$ cat src/rtl/branch_predict_resolve_pkg.sv
// Shared branch-unit definitions: funct3 branch encodings, BHT counter reset value
// and the 2-bit saturating counter update.
package branch_predict_resolve_pkg;

  typedef enum logic [2:0] {
    OP_BEQ  = 3'b000,
    OP_BNE  = 3'b001,
    OP_JUMP = 3'b010,
    OP_RSVD = 3'b011,
    OP_BLT  = 3'b100,
    OP_BGE  = 3'b101,
    OP_BLTU = 3'b110,
    OP_BGEU = 3'b111
  } branch_op_e;

  localparam logic [1:0] CTR_RESET = 2'b01;
  localparam logic [1:0] CTR_MAX   = 2'b11;
  localparam logic [1:0] CTR_MIN   = 2'b00;

  // Only conditional branches train the predictor.
  function automatic logic is_conditional(branch_op_e op);
    return (op != OP_JUMP) && (op != OP_RSVD);
  endfunction

  function automatic logic [1:0] ctr_next(logic [1:0] ctr, logic taken);
    if (taken) return (ctr == CTR_MAX) ? CTR_MAX : ctr + 2'd1;
    else       return (ctr == CTR_MIN) ? CTR_MIN : ctr - 2'd1;
  endfunction

endpackage

$ cat src/rtl/branch_predict_resolve_if.sv
// Lookup/resolve request and response bundle for the branch predict/resolve unit.
interface branch_predict_resolve_if #(
  parameter int unsigned XLEN = 32
);
  logic            pred_valid;
  logic [XLEN-1:0] pred_pc;
  logic            pred_out_valid;
  logic            pred_taken;

  logic            res_valid;
  logic [2:0]      branch_op;
  logic [XLEN-1:0] res_pc;
  logic [XLEN-1:0] immediate;
  logic [XLEN-1:0] rs1;
  logic [XLEN-1:0] rs2;
  logic            res_pred_taken;
  logic            redirect;
  logic [XLEN-1:0] new_addr;
  logic            taken;
  logic [15:0]     mispredict_count;

  modport master (
    output pred_valid, pred_pc, res_valid, branch_op, res_pc, immediate, rs1, rs2,
           res_pred_taken,
    input  pred_out_valid, pred_taken, redirect, new_addr, taken, mispredict_count
  );

  modport slave (
    input  pred_valid, pred_pc, res_valid, branch_op, res_pc, immediate, rs1, rs2,
           res_pred_taken,
    output pred_out_valid, pred_taken, redirect, new_addr, taken, mispredict_count
  );
endinterface

$ cat src/rtl/branch_predict_resolve_bht_counters.sv
// Branch history table: array of 2-bit saturating counters with one combinational
// read port (returns pre-update value) and one write port.
module bht_counters
  import branch_predict_resolve_pkg::*;
#(
  parameter  int unsigned DEPTH = 64,
  localparam int unsigned IDX_W = $clog2(DEPTH)
) (
  input  logic             clk,
  input  logic             rst,
  input  logic [IDX_W-1:0] rd_idx,
  output logic [1:0]       rd_ctr_c,
  input  logic             wr_en,
  input  logic [IDX_W-1:0] wr_idx,
  input  logic             wr_taken
);

  logic [1:0] ctr_q [DEPTH];

  assign rd_ctr_c = ctr_q[rd_idx];

  always_ff @(posedge clk or posedge rst) begin
    if (rst) begin
      for (int i = 0; i < int'(DEPTH); i++) ctr_q[i] <= CTR_RESET;
    end else if (wr_en) begin
      ctr_q[wr_idx] <= ctr_next(ctr_q[wr_idx], wr_taken);
    end
  end

endmodule

$ cat src/rtl/branch_predict_resolve.sv
// Branch predict/resolve unit: BHT lookup for fetch, branch condition and target
// evaluation for resolve, redirect generation and mispredict statistics.
module branch_predict_resolve
  import branch_predict_resolve_pkg::*;
#(
  parameter int unsigned XLEN      = 32,
  parameter int unsigned BHT_DEPTH = 64
) (
  input logic                     clk,
  input logic                     rst,
  branch_predict_resolve_if.slave bus
);

  localparam int unsigned IDX_W = $clog2(BHT_DEPTH);

  logic [IDX_W-1:0] pred_idx_c;
  logic [IDX_W-1:0] res_idx_c;
  logic [1:0]       rd_ctr_c;
  branch_op_e       op_c;
  logic             eq_c, lt_s_c, lt_u_c;
  logic             actual_c;
  logic             redirect_c;
  logic [XLEN-1:0]  target_c;
  logic [XLEN-1:0]  seq_c;
  logic [XLEN-1:0]  addr_c;
  logic             unused_pc_bits;

  logic             pred_out_valid_q;
  logic             pred_taken_q;
  logic             redirect_q;
  logic             taken_q;
  logic [XLEN-1:0]  new_addr_q;
  logic [15:0]      mispredict_count_q;

  assign pred_idx_c = bus.pred_pc[IDX_W+1:2];
  assign res_idx_c  = bus.res_pc[IDX_W+1:2];
  assign unused_pc_bits = ^{bus.pred_pc[XLEN-1:IDX_W+2], bus.pred_pc[1:0],
                            bus.res_pc[XLEN-1:IDX_W+2], bus.res_pc[1:0]};

  bht_counters #(.DEPTH(BHT_DEPTH)) u_bht (
    .clk      (clk),
    .rst      (rst),
    .rd_idx   (pred_idx_c),
    .rd_ctr_c (rd_ctr_c),
    .wr_en    (bus.res_valid && is_conditional(op_c)),
    .wr_idx   (res_idx_c),
    .wr_taken (actual_c)
  );

  // Branch condition, target and fall-through address.
  always_comb begin
    op_c     = branch_op_e'(bus.branch_op);
    eq_c     = (bus.rs1 == bus.rs2);
    lt_s_c   = ($signed(bus.rs1) < $signed(bus.rs2));
    lt_u_c   = (bus.rs1 < bus.rs2);
    target_c = bus.res_pc + bus.immediate;
    seq_c    = bus.res_pc + XLEN'(4);
    actual_c = 1'b0;
    case (op_c)
      OP_BEQ:  actual_c = eq_c;
      OP_BNE:  actual_c = !eq_c;
      OP_BLT:  actual_c = lt_s_c;
      OP_BGE:  actual_c = !lt_s_c;
      OP_BLTU: actual_c = lt_u_c;
      OP_BGEU: actual_c = !lt_u_c;
      OP_JUMP: actual_c = 1'b1;
      default: actual_c = 1'b0;
    endcase
    // The reserved op never redirects regardless of what was predicted.
    redirect_c = bus.res_valid && (op_c != OP_RSVD) && (actual_c != bus.res_pred_taken);
    addr_c     = actual_c ? target_c : seq_c;
  end

  // Registered prediction and resolution outputs.
  always_ff @(posedge clk or posedge rst) begin
    if (rst) begin
      pred_out_valid_q   <= 1'b0;
      pred_taken_q       <= 1'b0;
      redirect_q         <= 1'b0;
      taken_q            <= 1'b0;
      new_addr_q         <= '0;
      mispredict_count_q <= '0;
    end else begin
      pred_out_valid_q <= bus.pred_valid;
      pred_taken_q     <= bus.pred_valid && rd_ctr_c[1];
      redirect_q       <= redirect_c;
      taken_q          <= bus.res_valid && actual_c;
      new_addr_q       <= bus.res_valid ? addr_c : '0;
      if (redirect_c && (mispredict_count_q != 16'hFFFF))
        mispredict_count_q <= mispredict_count_q + 16'd1;
    end
  end

  assign bus.pred_out_valid   = pred_out_valid_q;
  assign bus.pred_taken       = pred_taken_q;
  assign bus.redirect         = redirect_q;
  assign bus.taken            = taken_q;
  assign bus.new_addr         = new_addr_q;
  assign bus.mispredict_count = mispredict_count_q;

endmodule

$ cat src/flat_wrapper.sv
// flat-port wrapper written by rule: the top's interface ports become plain ports
module branch_predict_resolve_flat import branch_predict_resolve_pkg::*;
#(
  parameter int unsigned XLEN      = 32,
  parameter int unsigned BHT_DEPTH = 64
)
  (clk, rst, bus_pred_valid, bus_pred_pc, bus_res_valid, bus_branch_op, bus_res_pc, bus_immediate, bus_rs1, bus_rs2, bus_res_pred_taken, bus_pred_out_valid, bus_pred_taken, bus_redirect, bus_new_addr, bus_taken, bus_mispredict_count);
  branch_predict_resolve_if #(.XLEN(XLEN)) bus_i ();
  input logic clk;
  input logic rst;
  input wire logic [$bits(bus_i.pred_valid)-1:0] bus_pred_valid;
  input wire logic [$bits(bus_i.pred_pc)-1:0] bus_pred_pc;
  input wire logic [$bits(bus_i.res_valid)-1:0] bus_res_valid;
  input wire logic [$bits(bus_i.branch_op)-1:0] bus_branch_op;
  input wire logic [$bits(bus_i.res_pc)-1:0] bus_res_pc;
  input wire logic [$bits(bus_i.immediate)-1:0] bus_immediate;
  input wire logic [$bits(bus_i.rs1)-1:0] bus_rs1;
  input wire logic [$bits(bus_i.rs2)-1:0] bus_rs2;
  input wire logic [$bits(bus_i.res_pred_taken)-1:0] bus_res_pred_taken;
  output wire logic [$bits(bus_i.pred_out_valid)-1:0] bus_pred_out_valid;
  output wire logic [$bits(bus_i.pred_taken)-1:0] bus_pred_taken;
  output wire logic [$bits(bus_i.redirect)-1:0] bus_redirect;
  output wire logic [$bits(bus_i.new_addr)-1:0] bus_new_addr;
  output wire logic [$bits(bus_i.taken)-1:0] bus_taken;
  output wire logic [$bits(bus_i.mispredict_count)-1:0] bus_mispredict_count;
  assign bus_i.pred_valid = bus_pred_valid;
  assign bus_i.pred_pc = bus_pred_pc;
  assign bus_i.res_valid = bus_res_valid;
  assign bus_i.branch_op = bus_branch_op;
  assign bus_i.res_pc = bus_res_pc;
  assign bus_i.immediate = bus_immediate;
  assign bus_i.rs1 = bus_rs1;
  assign bus_i.rs2 = bus_rs2;
  assign bus_i.res_pred_taken = bus_res_pred_taken;
  assign bus_pred_out_valid = bus_i.pred_out_valid;
  assign bus_pred_taken = bus_i.pred_taken;
  assign bus_redirect = bus_i.redirect;
  assign bus_new_addr = bus_i.new_addr;
  assign bus_taken = bus_i.taken;
  assign bus_mispredict_count = bus_i.mispredict_count;
  branch_predict_resolve #(.XLEN(XLEN), .BHT_DEPTH(BHT_DEPTH)) u_core (.clk(clk), .rst(rst), .bus(bus_i));
endmodule
$ cat config.mk
export PLATFORM = sky130hd
export DESIGN_NAME = branch_predict_resolve_flat
export DESIGN_NICKNAME = d
export VERILOG_FILES = /design/src/rtl/branch_predict_resolve_pkg.sv /design/src/rtl/branch_predict_resolve_if.sv /design/src/rtl/branch_predict_resolve_bht_counters.sv /design/src/rtl/branch_predict_resolve.sv /design/src/flat_wrapper.sv
export SDC_FILE = /design/constraint.sdc
export NUM_CORES = 1
export LEC_CHECK = 0
export CAP_MARGIN = 20
export CORE_MARGIN = 4
export CORE_UTILIZATION = 53
export DETAILED_ROUTE_END_ITERATION = 6
export PLACE_DENSITY = 0.87
export REMOVE_ABC_BUFFERS = 1
export SLEW_MARGIN = 0
export SYNTH_ARGS = -nofsm -noshare
export SYNTH_HDL_FRONTEND = slang
export SYNTH_SLANG_ARGS = --single-unit
$ cat constraint.sdc
create_clock -name clk -period 9.7 [get_ports clk]
set_clock_uncertainty 0.1 [all_clocks]
set_input_delay 2.91 -clock clk [delete_from_list [all_inputs] [get_ports clk]]
set_output_delay 2.91 -clock clk [all_outputs]
set_load 0.02 [all_outputs]
**Yosys cells after proc, flatten, opt, wreduce, memory -nomap -nowiden**

Index checks and enable logic that the tools add are counted.

- Add/subtract/negate cells: 5
- Magnitude comparators: 5
- Eq/ne operators: 12
- Multiplexer cells: 16
- Bitwise logic cells: 2
- Reductions and logical operators: 13

Operators with widths:

| cell | number |
|---|---|
| $bwmux 128 | 1 |
| $lt 32x32->1 | 2 |
| $mux 32 | 2 |
| $add 32x3->32 const B | 1 |
| $add 32x32->32 | 1 |
| $eq 32x32->1 | 1 |
| $bmux 2 s6 | 2 |
| $mux 2 | 9 |
| $add 16x1->16 const B | 1 |
| $ne 16x16->1 const B | 1 |
| $ge 7x7->1 const B | 2 |
| $not 6->7 | 2 |
| $demux 2 s6 | 1 |
| $eq 3x3->1 const B | 4 |
| $logic_and 1x1->1 | 8 |
| $lt 7x1->1 const B | 1 |
| $pmux 1 s7 | 1 |
| $ne 3x2->1 const B | 2 |
| $eq 3x1->1 const B | 1 |
| $eq 3x2->1 const B | 1 |
| $logic_not 1->1 | 3 |
| $logic_not 3->1 | 1 |
| $add 2x1->2 const B | 1 |
| $eq 2x2->1 const B | 1 |
| 3 further kinds | 3 |

- Flip-flop bits (word level): 180
- Input bits: 168
- Word-level logic and storage cells: 123

**Depth between registers and ports, before layout**

Gate-level depths: netlist of the first run.

- Word-level depth: 9
- Depth in mapped cells: 13
- Gate-level depth less buffers: 12

**Cells and area by module**

From an unflattened synthesis of the first run, not the netlist that was laid out.

- Cell total of the unflattened synthesis: 1205
- Area total of the unflattened synthesis: 12243.0 µm²

By module, submodules not included:

| module | instances | cells an instance | area an instance (µm²) |
|---|---|---|---|
| bht_counters | 1 | 625 | 7250.7 |
| branch_predict_resolve | 1 | 580 | 4992.3 |

**Least setup slack after synthesis of the first run**

No wires, ideal clock.

- Kind: input -> register
- From: in bus_rs2[31]
- To: reg u_core.u_bht.ctr_q[101] (netlist name)
- Setup time: 125 ps
- Arrival: 5453 ps
- Required time: 9475 ps
- Slack: 4022 ps
- Cell stages on the path: 12
- Buffers on the path: 2
- Cell sequence: inv_1 ha_1 nand4_2 or4_4 nor4_2 nor2_1 mux2i_1 and4_1 buf_2 maj3_4 buf_6 mux2_2

- Cells in the longest elaborated chain, start to end: 6
- Elaborated cells on any way between the ends: 10
- Those cells by class: order compare (2); eq/ne (1); mux (4); reduce/logical (3)

RTL lines:

| item | RTL line | source |
|---|---|---|
| from (decl) | flat_wrapper.sv:18 | `input wire logic [$bits(bus_i.rs2)-1:0] bus_rs2;` |
| $lt 32x32->1 (tied with other cells) | branch_predict_resolve.sv:55 | `lt_u_c = (bus.rs1 < bus.rs2);` |
| $logic_not 1->1 (on tied branches) | branch_predict_resolve.sv:65, branch_predict_resolve.sv:61, branch_predict_resolve.sv:63 |  |
| $pmux 1 s7 * | branch_predict_resolve.sv:59 | `case (op_c)` |
| $mux 2 * | branch_predict_resolve_pkg.sv:26 | `if (taken) return (ctr == CTR_MAX) ? CTR_MAX : ctr + 2'd1;` |
| $mux 2 * | branch_predict_resolve_bht_counters.sv:25 | `end else if (wr_en) begin` |
| $bwmux 128 * | branch_predict_resolve_bht_counters.sv:26 | `ctr_q[wr_idx] <= ctr_next(ctr_q[wr_idx], wr_taken);` |
| to (signal, indexed assignment) | branch_predict_resolve_bht_counters.sv:26 |  |
| to (decl) | branch_predict_resolve_bht_counters.sv:18 | `logic [1:0] ctr_q [DEPTH];` |

Mark *: on every way between the ends. The rest lies on a longest branch, timed or not. The select of a mux whose other input is x is not followed.
A chain may end at the register's enable or synchronous reset.

**Worst setup path after layout of the first run**

- From: in bus_rs2[31]
- To: reg u_core.u_bht.ctr_q[111] (netlist name)

Same word-level chain as after synthesis.

==> results of run 1 <==
## per-layer routing
metal	vias up	global-route usage (%)
met5	-	0
met4	0	12.6
met3	140	5.67
met2	599	47.6
met1	4944	34.1
li1	4475	-
## sequential cells by signal, summed over array words and instances (netlist names)
name and flops:
u_core.bus.mispredict_count 16, u_core.bus.new_addr 32, u_core.bus.pred_out_valid 1, u_core.bus.pred_taken 1, u_core.bus.redirect 1, u_core.bus.taken 1, u_core.u_bht.ctr_q 128
## worst max-delay path: stages
cell                              delay (ns)
sky130_fd_sc_hd__clkdlybuf4s50_1        0.45
sky130_fd_sc_hd__inv_1                  0.04
sky130_fd_sc_hd__ha_1                   0.36
sky130_fd_sc_hd__nand4_2                0.16
sky130_fd_sc_hd__or4_4                  0.60
sky130_fd_sc_hd__nor4_2                 0.18
sky130_fd_sc_hd__nor2_1                 0.08
sky130_fd_sc_hd__mux2i_1                0.23
sky130_fd_sc_hd__and4_1                 0.89
sky130_fd_sc_hd__maj3_4                 0.80
sky130_fd_sc_hd__mux2_2                 0.31
## where the power goes
group          internal, mW  leakage (nW)  switching, mW
combinational         0.270          3.66          0.318
sequential            0.868          2.22         0.0578
clock                 0.367         0.284          0.335
## placed cells by master, fill, tap and decap left out, types with 5 or more instances in the layout
cell type,n
sky130_fd_sc_hd__dfrtp_1,116
sky130_fd_sc_hd__nor2b_1,15
sky130_fd_sc_hd__inv_1,56
sky130_fd_sc_hd__clkbuf_16,17
sky130_fd_sc_hd__nand3_1,31
sky130_fd_sc_hd__mux2_2,128
sky130_fd_sc_hd__xnor2_1,33
sky130_fd_sc_hd__a21oi_1,44
sky130_fd_sc_hd__a21o_1,9
sky130_fd_sc_hd__and4_1,9
sky130_fd_sc_hd__and3_1,12
sky130_fd_sc_hd__a211oi_1,24
sky130_fd_sc_hd__mux4_2,21
sky130_fd_sc_hd__nand4_1,27
sky130_fd_sc_hd__a22oi_1,62
sky130_fd_sc_hd__o21ai_0,21
sky130_fd_sc_hd__xor2_1,29
sky130_fd_sc_hd__o211ai_1,9
sky130_fd_sc_hd__clkdlybuf4s50_1,193
sky130_fd_sc_hd__nor2_1,66
sky130_fd_sc_hd__nor3_1,16
sky130_fd_sc_hd__a221oi_1,5
sky130_fd_sc_hd__buf_4,15
sky130_fd_sc_hd__dfstp_2,64
sky130_fd_sc_hd__mux2i_1,6
sky130_fd_sc_hd__ha_1,65
sky130_fd_sc_hd__a22o_1,5
sky130_fd_sc_hd__nand2_1,113
sky130_fd_sc_hd__inv_6,6
sky130_fd_sc_hd__o21bai_1,6
sky130_fd_sc_hd__o21a_1,9
## cells in the mapped netlist (all sizes together), types with 5 or more instances
library cell,n,area (um^2)
mux2i,7,82.6
nor3b,7,67.6
mux2,129,1450
o21bai,6,45.0
dfstp,64,1680
xnor2,33,289
o21ai,23,115
o21a,9,67.6
dfrtp,116,2900
buf,31,234
a221oi,7,73.8
inv,57,214
clkbuf,20,75.1
xor2,29,254
nor3,18,95.1
a21oi,44,220
nand4,29,194
o211ai,9,67.6
ha,65,813
a211oi,25,193
nand2,113,424
mux4,21,473
a22oi,62,465
nand3,31,155
nor2,66,248
a22o,5,43.8
and4,9,78.8
and3,12,75.1
a21o,9,67.6
nor2b,15,93.8
## cell type report
cell class | count | share of cell area [%]
Clock buffer | 18 | 2.99
Timing Repair Buffer | 210 | 14.3
Inverter | 57 | 1.52
Sequential cell | 180 | 31.9
Clock inverter | 14 | 1.12
Multi-Input combinational cell | 832 | 45.7
Tap cell | 280 | 2.44
## cells by family after synthesis
group | synth area share (%)
flops | 39.3
compound gates | 13.2
mux | 17.2
fa+ha+maj | 7.38
simple gates | 13.8
xor+xnor | 4.66
buf+inv | 4.48
## final timing paths
kind	start	end	slack, ns	cells past startpoint
min in group asynchronous	rst	u_core.bus.new_addr[30]	2.87	2
max in group asynchronous	rst	u_core.u_bht.ctr_q[117]	5.48	3
worst min-delay path	u_core.bus.mispredict_count[5]	u_core.bus.mispredict_count[5]	0.39	1
worst max-delay path	bus_rs2[31]	u_core.u_bht.ctr_q[111]	2.94	11
worst min register to register	u_core.bus.mispredict_count[5]	u_core.bus.mispredict_count[5]	0.39	1
worst max register to register	u_core.u_bht.ctr_q[122]	u_core.u_bht.ctr_q[111]	6.82	8
==> impl_metrics.json, run 1 <==
{
  "setup_fix_bufs_post_cts": 0,
  "highest-signal-layer": "met4",
  "leakage_component_of_the_power_nw": 6.16,
  "syn_inst": 1120,
  "multi_input_comb_area_um2": 6560,
  "synth-edff-count": 0,
  "cts-buffers-inserted": 17,
  "remaining_drcs": 0,
  "maxSlewViolCount": 0,
  "via_count": 10158,
  "yosysWarningCount": 0,
  "final_min_period_over_clock_period_pct": 69.7,
  "synth.avg_cell_area_um2": 10.4,
  "grt_first_pass_wirelength_mm": 54.3,
  "antenna_found_initial": 0,
  "slew_margin_rel_pct": 28.6,
  "finalHoldWorstSlack_ns": 0.394,
  "htree_levels": 4,
  "wl_met3_mm": 3.03,
  "post-route-min-period_ns": 6.76,
  "gp_congestion": 0.931,
  "wl_mm": 34.4,
  "synth_cell_types": 67,
  "grt_overflow": 0,
  "start_util_pct": 53.6,
  "ys.flop_type": "sky130_fd_sc_hd__dfrtp_1",
  "routedWlPerCell_um": 21.6,
  "ant_nets": 0,
  "async_set_or_reset_register_ratio_after_synthesis_pct": 100,
  "power_density_over_the_cells_nw_per_um2": 154,
  "tritoncts": "yes",
  "pre_cts_ws_ns": 2.55,
  "core_occupancy_in_the_finished_layout_pct": 66.0,
  "cts-root-buf": "sky130_fd_sc_hd__clkbuf_16",
  "register_area_um2": 4580,
  "timing_worst_setup_path_type": "input port to flip-flop",
  "post_layout_nonfiller_instances": 1591,
  "io-pin-count": 220,
  "global_route_usage_sum_pct": 27.9,
  "fmax_mhz": 148,
  "worst-endpoint-arrival_ns": 7.03,
  "first_iter_violations": 960,
  "drt_first_pass_iters": 6,
  "worstPathMaxFanout": 64,
  "timing.critical_path.from_type": "input port",
  "outcome": "complete, no violations",
  "setup_repair_after_global_routing_missed_its_margin": "false",
  "core.rowCount": 54,
  "timing_hold_violations_final": 0,
  "synthToLayoutAreaGrowth_pct": 23.1,
  "drv_cap": 0,
  "coreArea_um2": 21800,
  "grt_max_degree": 75,
  "cts_hold_buffers": 0,
  "number_of_placed_instances_with_taps_included": 1557,
  "cts.repair.resized": 0,
  "worst_ir_drop_vdd_mv": 0.134,
  "floorplan.die.width_um": 156,
  "min_path_type": "flip-flop to flip-flop",
  "finish.instance_area_um2": 14400,
  "dieHeight_um": 156,
  "place.port_buffers": 193,
  "cts_buffer_depth": 2,
  "wl_met2_mm": 17.1,
  "drt-met1-wl_mm": 12.8,
  "placement.cell_area_um2": 13800,
  "cp-end-kind": "flip-flop",
  "fill_cells": 1588,
  "cts_sinks": 180,
  "worst_slew_pin_slew_ns": 1.07,
  "vias_in_the_first_global_route": 10389,
  "via_per_inst": 6.38,
  "layout_setup_ws_ns": 2.94,
  "critPathRequiredTime_ns": 9.97,
  "clk_latency_ns": 0.44,
  "synth_sequential_area_ratio_pct": 39.3,
  "antenna_cells_inserted": 0,
  "fin_tns_setup_ns": 0,
  "drive_above_1_share_pct": 21.4,
  "finish.net_count": 1532,
  "design_power_total_mw": 2.22,
  "hpwlAfterDp_mm": 24.2,
  "clk_pin_slew_ns": 0.07,
  "die_area_um2": 24400,
  "finalSetupViolCount": 0,
  "ys_ff_latch": 180,
  "syn_area_um2": 11700
}
Note: power is estimated with default switching activity, not from simulation.
==> run 2: changes to the inputs <==
Clock period 9.7 ns to 6.5 ns, I/O delays scaled along.
==> run 2 against run 1 <==
Worst hold slack lost 0.0070 ns. Via count increased by 0.26%. Cell count grew 0.63%. Wire length rose by 0.35%. Largest cell class unchanged. Power grew 52%.
==> impl_metrics.json, run 2 (synthesized netlist as in run 1, its figures left out) <==
{
  "first_iter_violations": 1078,
  "gp_congestion": 0.911,
  "worst_slew_pin_slew_ns": 1.15,
  "core.rowCount": 54,
  "fmax_mhz": 182,
  "slew_margin_rel_pct": 23.5,
  "worstPathMaxFanout": 64,
  "antenna_cells_inserted": 0,
  "maxSlewViolCount": 0,
  "setup_repair_after_global_routing_missed_its_margin": "false",
  "layout.cells.most_common": "sky130_fd_sc_hd__clkdlybuf4s50_1",
  "tritoncts": "yes",
  "register_area_um2": 4580,
  "routedWlPerCell_um": 21.6,
  "finish.net_count": 1542,
  "timing_worst_setup_path_type": "input port to flip-flop",
  "cts.repair.resized": 0,
  "antenna_found_initial": 1,
  "finalSetupViolCount": 0,
  "setup_fix_bufs_post_cts": 0,
  "global_route_usage_sum_pct": 27.9,
  "post-route-min-period_ns": 5.51,
  "coreArea_um2": 21800,
  "wl_mm": 34.5,
  "worstPathCellList": "clkdlybuf4s50_1 -> and3_1 -> a22o_1 -> a221oi_1 -> nand3_1 -> a221oi_1 -> nand4_1 -> maj3_4 -> mux2_2",
  "finalHoldWorstSlack_ns": 0.387,
  "dieHeight_um": 156,
  "clk_latency_ns": 0.44,
  "cts_buffer_depth": 2,
  "cp.buffers_inverters": 1,
  "final_min_period_over_clock_period_pct": 84.7,
  "number_of_placed_instances_with_taps_included": 1569,
  "synthToLayoutAreaGrowth_pct": 24.1,
  "finish.instance_area_um2": 14500,
  "cpLargestDelayFamily": "simple AND/OR/NAND/NOR gates",
  "clk_pin_slew_ns": 0.07,
  "drv_cap": 0,
  "drive_above_1_share_pct": 22.0,
  "cts_sinks": 180,
  "htree_levels": 4,
  "drt_first_pass_iters": 6,
  "comb_power_share_pct": 26.3,
  "swShare_pct": 31.8,
  "p_seq_share_pct": 41.2,
  "timing.critical_path.slowest_cell_delay_ns": 0.69,
  "design_power_total_mw": 3.36,
  "power_density_over_the_cells_nw_per_um2": 232,
  "post_layout_nonfiller_instances": 1601,
  "vias_in_the_first_global_route": 10362,
  "critPathRequiredTime_ns": 6.71,
  "place.port_buffers": 193,
  "remaining_drcs": 0,
  "cts-buffers-inserted": 17,
  "slowest_stage": "sky130_fd_sc_hd__clkdlybuf4s50_1",
  "outcome": "complete, no violations",
  "worst_ir_drop_vdd_mv": 0.248,
  "floorplan.die.width_um": 156,
  "core_occupancy_in_the_finished_layout_pct": 66.5,
  "switchingPower_mw": 1.07,
  "via_per_inst": 6.36,
  "share_clk_of_total_power_pct": 32.5,
  "grt_max_degree": 104,
  "multi_input_comb_area_um2": 6560,
  "layout_setup_ws_ns": 0.994,
  "grt_first_pass_wirelength_mm": 54.5,
  "leakage_component_of_the_power_nw": 6.24,
  "cts-root-buf": "sky130_fd_sc_hd__clkbuf_16",
  "cts_hold_buffers": 0,
  "timing.critical_path.from_type": "input port",
  "via_count": 10184,
  "pre_cts_ws_ns": 0.642,
  "io-pin-count": 220,
  "placement.cell_area_um2": 13900,
  "cp-end-kind": "flip-flop",
  "worst-endpoint-arrival_ns": 5.72,
  "layout_common_cells": "sky130_fd_sc_hd__clkdlybuf4s50_1, sky130_fd_sc_hd__mux2_2, sky130_fd_sc_hd__dfrtp_1",
  "timing_hold_violations_final": 0,
  "hpwlAfterDp_mm": 24.4,
  "die_area_um2": 24400,
  "internal_power_mw": 2.29,
  "ant_nets": 0,
  "fin_tns_setup_ns": 0,
  "min_path_type": "flip-flop to flip-flop",
  "grt_overflow": 0,
  "largest_reg_flops": 128,
  "regMostFlops": "u_core.u_bht.ctr_q",
  "path_common_cell": "sky130_fd_sc_hd__a221oi_1",
  "fill_cells": 1611,
  "start_util_pct": 53.6
}
-- run 2: worst register-to-register path, stage by stage (launching register included) --
cell and delay, ns:
sky130_fd_sc_hd__dfstp_2 0.38, sky130_fd_sc_hd__a22o_1 0.21, sky130_fd_sc_hd__a221oi_2 0.17, sky130_fd_sc_hd__nand3_1 0.15, sky130_fd_sc_hd__a22o_1 0.26, sky130_fd_sc_hd__a221oi_1 0.27
sky130_fd_sc_hd__nand4_1 0.18, sky130_fd_sc_hd__maj3_4 0.64, sky130_fd_sc_hd__mux2_2 0.40
-- run 2: worst paths after layout --
check | from | slack [ns] | cells past startpoint | to
hold reg to reg | u_core.bus.mispredict_count[9] | 0.39 | 1 | u_core.bus.mispredict_count[9]
hold / removal | u_core.bus.mispredict_count[9] | 0.39 | 1 | u_core.bus.mispredict_count[9]
min in group asynchronous | rst | 2.01 | 2 | u_core.bus.new_addr[30]
max in group asynchronous | rst | 3.34 | 3 | u_core.u_bht.ctr_q[50]
setup reg to reg | u_core.u_bht.ctr_q[122] | 3.62 | 8 | u_core.u_bht.ctr_q[99]
setup / recovery | bus_res_pc[2] | 0.99 | 9 | u_core.u_bht.ctr_q[99]
-- run 2: power by group through the flow --
| stage | Sequential [mW] | Clock (mW) | Combinational, mW |
|---|---|---|---|
| 6_report | 1.38 | 1.09 | 0.884 |
| 5_1_grt | 1.40 | 1.15 | 0.958 |
| 4_1_cts | 1.38 | 1.10 | 0.882 |
| 3_5_place_dp | 1.40 | 0 | 0.874 |
| 3_3_place_gp | 1.39 | 0 | 0.850 |
| 2_1_floorplan | 1.44 | 0 | 0.434 |
-- run 2: area by class of cell --
class | instances | share of cell area [%]
Clock buffer | 18 | 2.96
Multi-Input combinational cell | 832 | 45.3
Tap cell | 280 | 2.42
Clock inverter | 14 | 1.27
Timing Repair Buffer | 220 | 14.8
Inverter | 57 | 1.51
Sequential cell | 180 | 31.7
-- run 2: per-layer routing --
layer / GRT usage (%) / vias up / share of wire [%] / wire [um]
met5: 0 / - / 0.038 / 13
met4: 11.8 / 2 / 3.8 / 1310
met3: 5.97 / 120 / 8.8 / 3030
met2: 47.5 / 585 / 50 / 17100
met1: 34.5 / 4991 / 38 / 13100
li1: - / 4486 / - / -
==> run 3: changes to the inputs <==
Settings changed: CORE_UTILIZATION 53 to 48, PLACE_DENSITY 0.87 to 0.83.
Clock period 6.5 ns to 4.63 ns, I/O delays scaled along.
==> run 3 against run 2 <==
Setup slack lost 0.69 ns. Clock power is 34% higher. Flip-flop and latch count is the same. Critical path type unchanged. Critical endpoint is now u_core.u_bht.ctr_q[115].
==> impl_metrics.json, run 3 (synthesized netlist as in run 1, its figures left out) <==
{
  "cp-end-kind": "flip-flop",
  "core.rowCount": 56,
  "io-pin-count": 220,
  "timing.critical_path.from_type": "input port",
  "layout.cells.most_common": "sky130_fd_sc_hd__clkdlybuf4s50_1",
  "number_of_placed_instances_with_taps_included": 1660,
  "cts-root-buf": "sky130_fd_sc_hd__clkbuf_16",
  "via_per_inst": 5.98,
  "power_density_over_the_cells_nw_per_um2": 314,
  "antenna_cells_inserted": 0,
  "maxSlewViolCount": 0,
  "vias_in_the_first_global_route": 10376,
  "finalSetupViolCount": 0,
  "fmax_mhz": 231,
  "layout_common_cells": "sky130_fd_sc_hd__clkdlybuf4s50_1, sky130_fd_sc_hd__mux2_2, sky130_fd_sc_hd__dfrtp_1",
  "floorplan.die.width_um": 164,
  "post-route-min-period_ns": 4.33,
  "min_path_type": "flip-flop to flip-flop",
  "cts-buffers-inserted": 17,
  "start_util_pct": 49.2,
  "finish.net_count": 1594,
  "design_power_total_mw": 4.71,
  "tritoncts": "yes",
  "gp_congestion": 0.928,
  "coreArea_um2": 23700,
  "core_occupancy_in_the_finished_layout_pct": 63.4,
  "ant_nets": 0,
  "drive_above_1_share_pct": 24.9,
  "post_layout_nonfiller_instances": 1692,
  "clk_latency_ns": 0.44,
  "critPathRequiredTime_ns": 4.84,
  "cts_buffer_depth": 2,
  "cts.repair.resized": 0,
  "placement.cell_area_um2": 14400,
  "place.port_buffers": 193,
  "worst-endpoint-arrival_ns": 4.54,
  "remaining_drcs": 0,
  "final_min_period_over_clock_period_pct": 93.5,
  "cts_hold_buffers": 0,
  "hpwlAfterDp_mm": 25.4,
  "htree_levels": 4,
  "finish.instance_area_um2": 15000,
  "clk_pin_slew_ns": 0.07,
  "fin_tns_setup_ns": 0,
  "outcome": "complete, no violations",
  "worst_ir_drop_vdd_mv": 0.222,
  "antenna_found_initial": 1,
  "wl_mm": 34.4,
  "setup_fix_bufs_post_cts": 0,
  "cts_sinks": 180,
  "fill_cells": 1843,
  "drt_first_pass_iters": 6,
  "grt_overflow": 0,
  "via_count": 10120,
  "synthToLayoutAreaGrowth_pct": 28.6,
  "slew_margin_rel_pct": 24.7,
  "leakage_component_of_the_power_nw": 6.52,
  "setup_repair_after_global_routing_missed_its_margin": "false",
  "grt_first_pass_wirelength_mm": 53.9,
  "first_iter_violations": 1040,
  "grt_max_degree": 65,
  "timing_hold_violations_final": 0,
  "timing_worst_setup_path_type": "input port to flip-flop",
  "dieHeight_um": 164,
  "worstPathMaxFanout": 48,
  "die_area_um2": 26900,
  "largest_reg_flops": 128,
  "regMostFlops": "u_core.u_bht.ctr_q",
  "global_route_usage_sum_pct": 25.6,
  "routedWlPerCell_um": 20.3,
  "drv_cap": 0,
  "worst_slew_pin_slew_ns": 1.13
}
[run 3: cell count changes in the layout (fill, tap and decap cells not counted)]
cell                         change
sky130_fd_sc_hd__buf_4          +43
sky130_fd_sc_hd__buf_12          +9
sky130_fd_sc_hd__clkbuf_8        +2
sky130_fd_sc_hd__bufinv_16       -1
sky130_fd_sc_hd__clkinv_2        +1
sky130_fd_sc_hd__clkinv_4        -1
sky130_fd_sc_hd__clkinvlp_4      +1
sky130_fd_sc_hd__inv_6           -1
sky130_fd_sc_hd__inv_8           -1
sky130_fd_sc_hd__nor3_1          +1
sky130_fd_sc_hd__nor3_2          -1
[run 3: final timing paths]
| check | cells after the start | end | startpoint | slack, ns |
|---|---|---|---|---|
| min in group asynchronous | 2 | u_core.bus.new_addr[30] | rst | 1.32 |
| setup / recovery | 12 | u_core.u_bht.ctr_q[115] | bus_rs2[30] | 0.30 |
| hold / removal | 1 | u_core.bus.mispredict_count[9] | u_core.bus.mispredict_count[9] | 0.40 |
| hold reg to reg | 1 | u_core.bus.mispredict_count[9] | u_core.bus.mispredict_count[9] | 0.40 |
| setup reg to reg | 9 | u_core.u_bht.ctr_q[115] | u_core.u_bht.ctr_q[122] | 1.90 |
| max in group asynchronous | 3 | u_core.u_bht.ctr_q[32] | rst | 2.20 |
[run 3: per-stage QoR]
step                      hold WS (ns)  setup WS, ns
after global routing             0.419       0.00799
after detailed placement         0.393        -0.134
final                            0.399         0.299
after global placement           0.373       -0.0671
after floorplan                  0.397         -1.64
after CTS                        0.407         0.303
[run 3: critical path: stages]
cell                              delay, ns
sky130_fd_sc_hd__clkdlybuf4s50_1       0.46
sky130_fd_sc_hd__inv_1                 0.05
sky130_fd_sc_hd__ha_1                  0.33
sky130_fd_sc_hd__a21oi_1               0.16
sky130_fd_sc_hd__nand2_1               0.08
sky130_fd_sc_hd__a221oi_2              0.30
sky130_fd_sc_hd__nand2_1               0.11
sky130_fd_sc_hd__or4_1                 0.53
sky130_fd_sc_hd__and4_1                0.28
sky130_fd_sc_hd__maj3_4                0.36
sky130_fd_sc_hd__buf_12                0.19
sky130_fd_sc_hd__mux2_2                0.30
[run 3: final cells by class]
class | count | area (um^2) | area share (%)
Timing Repair Buffer | 272 | 2650 | 17.7
Tap cell | 319 | 399 | 2.66
Clock inverter | 12 | 138 | 0.917
Sequential cell | 180 | 4580 | 30.6
Clock buffer | 20 | 457 | 3.04
Multi-Input combinational cell | 832 | 6560 | 43.7
Inverter | 57 | 219 | 1.46
[run 3: per-layer routing]
layer	routed length [um]	GRT usage, %	vias to the layer above
met5	13	0	-
met4	1710	13.6	2
met3	2760	5.82	121
met2	16800	43.3	516
met1	13100	30.3	4884
li1	-	-	4597
[run 3: where the power goes]
part	leakage (nW)	switching, mW	total (mW)	internal (mW)
sequential	2.22	0.125	1.94	1.82
combinational	4.01	0.673	1.30	0.631
clock	0.288	0.668	1.46	0.793
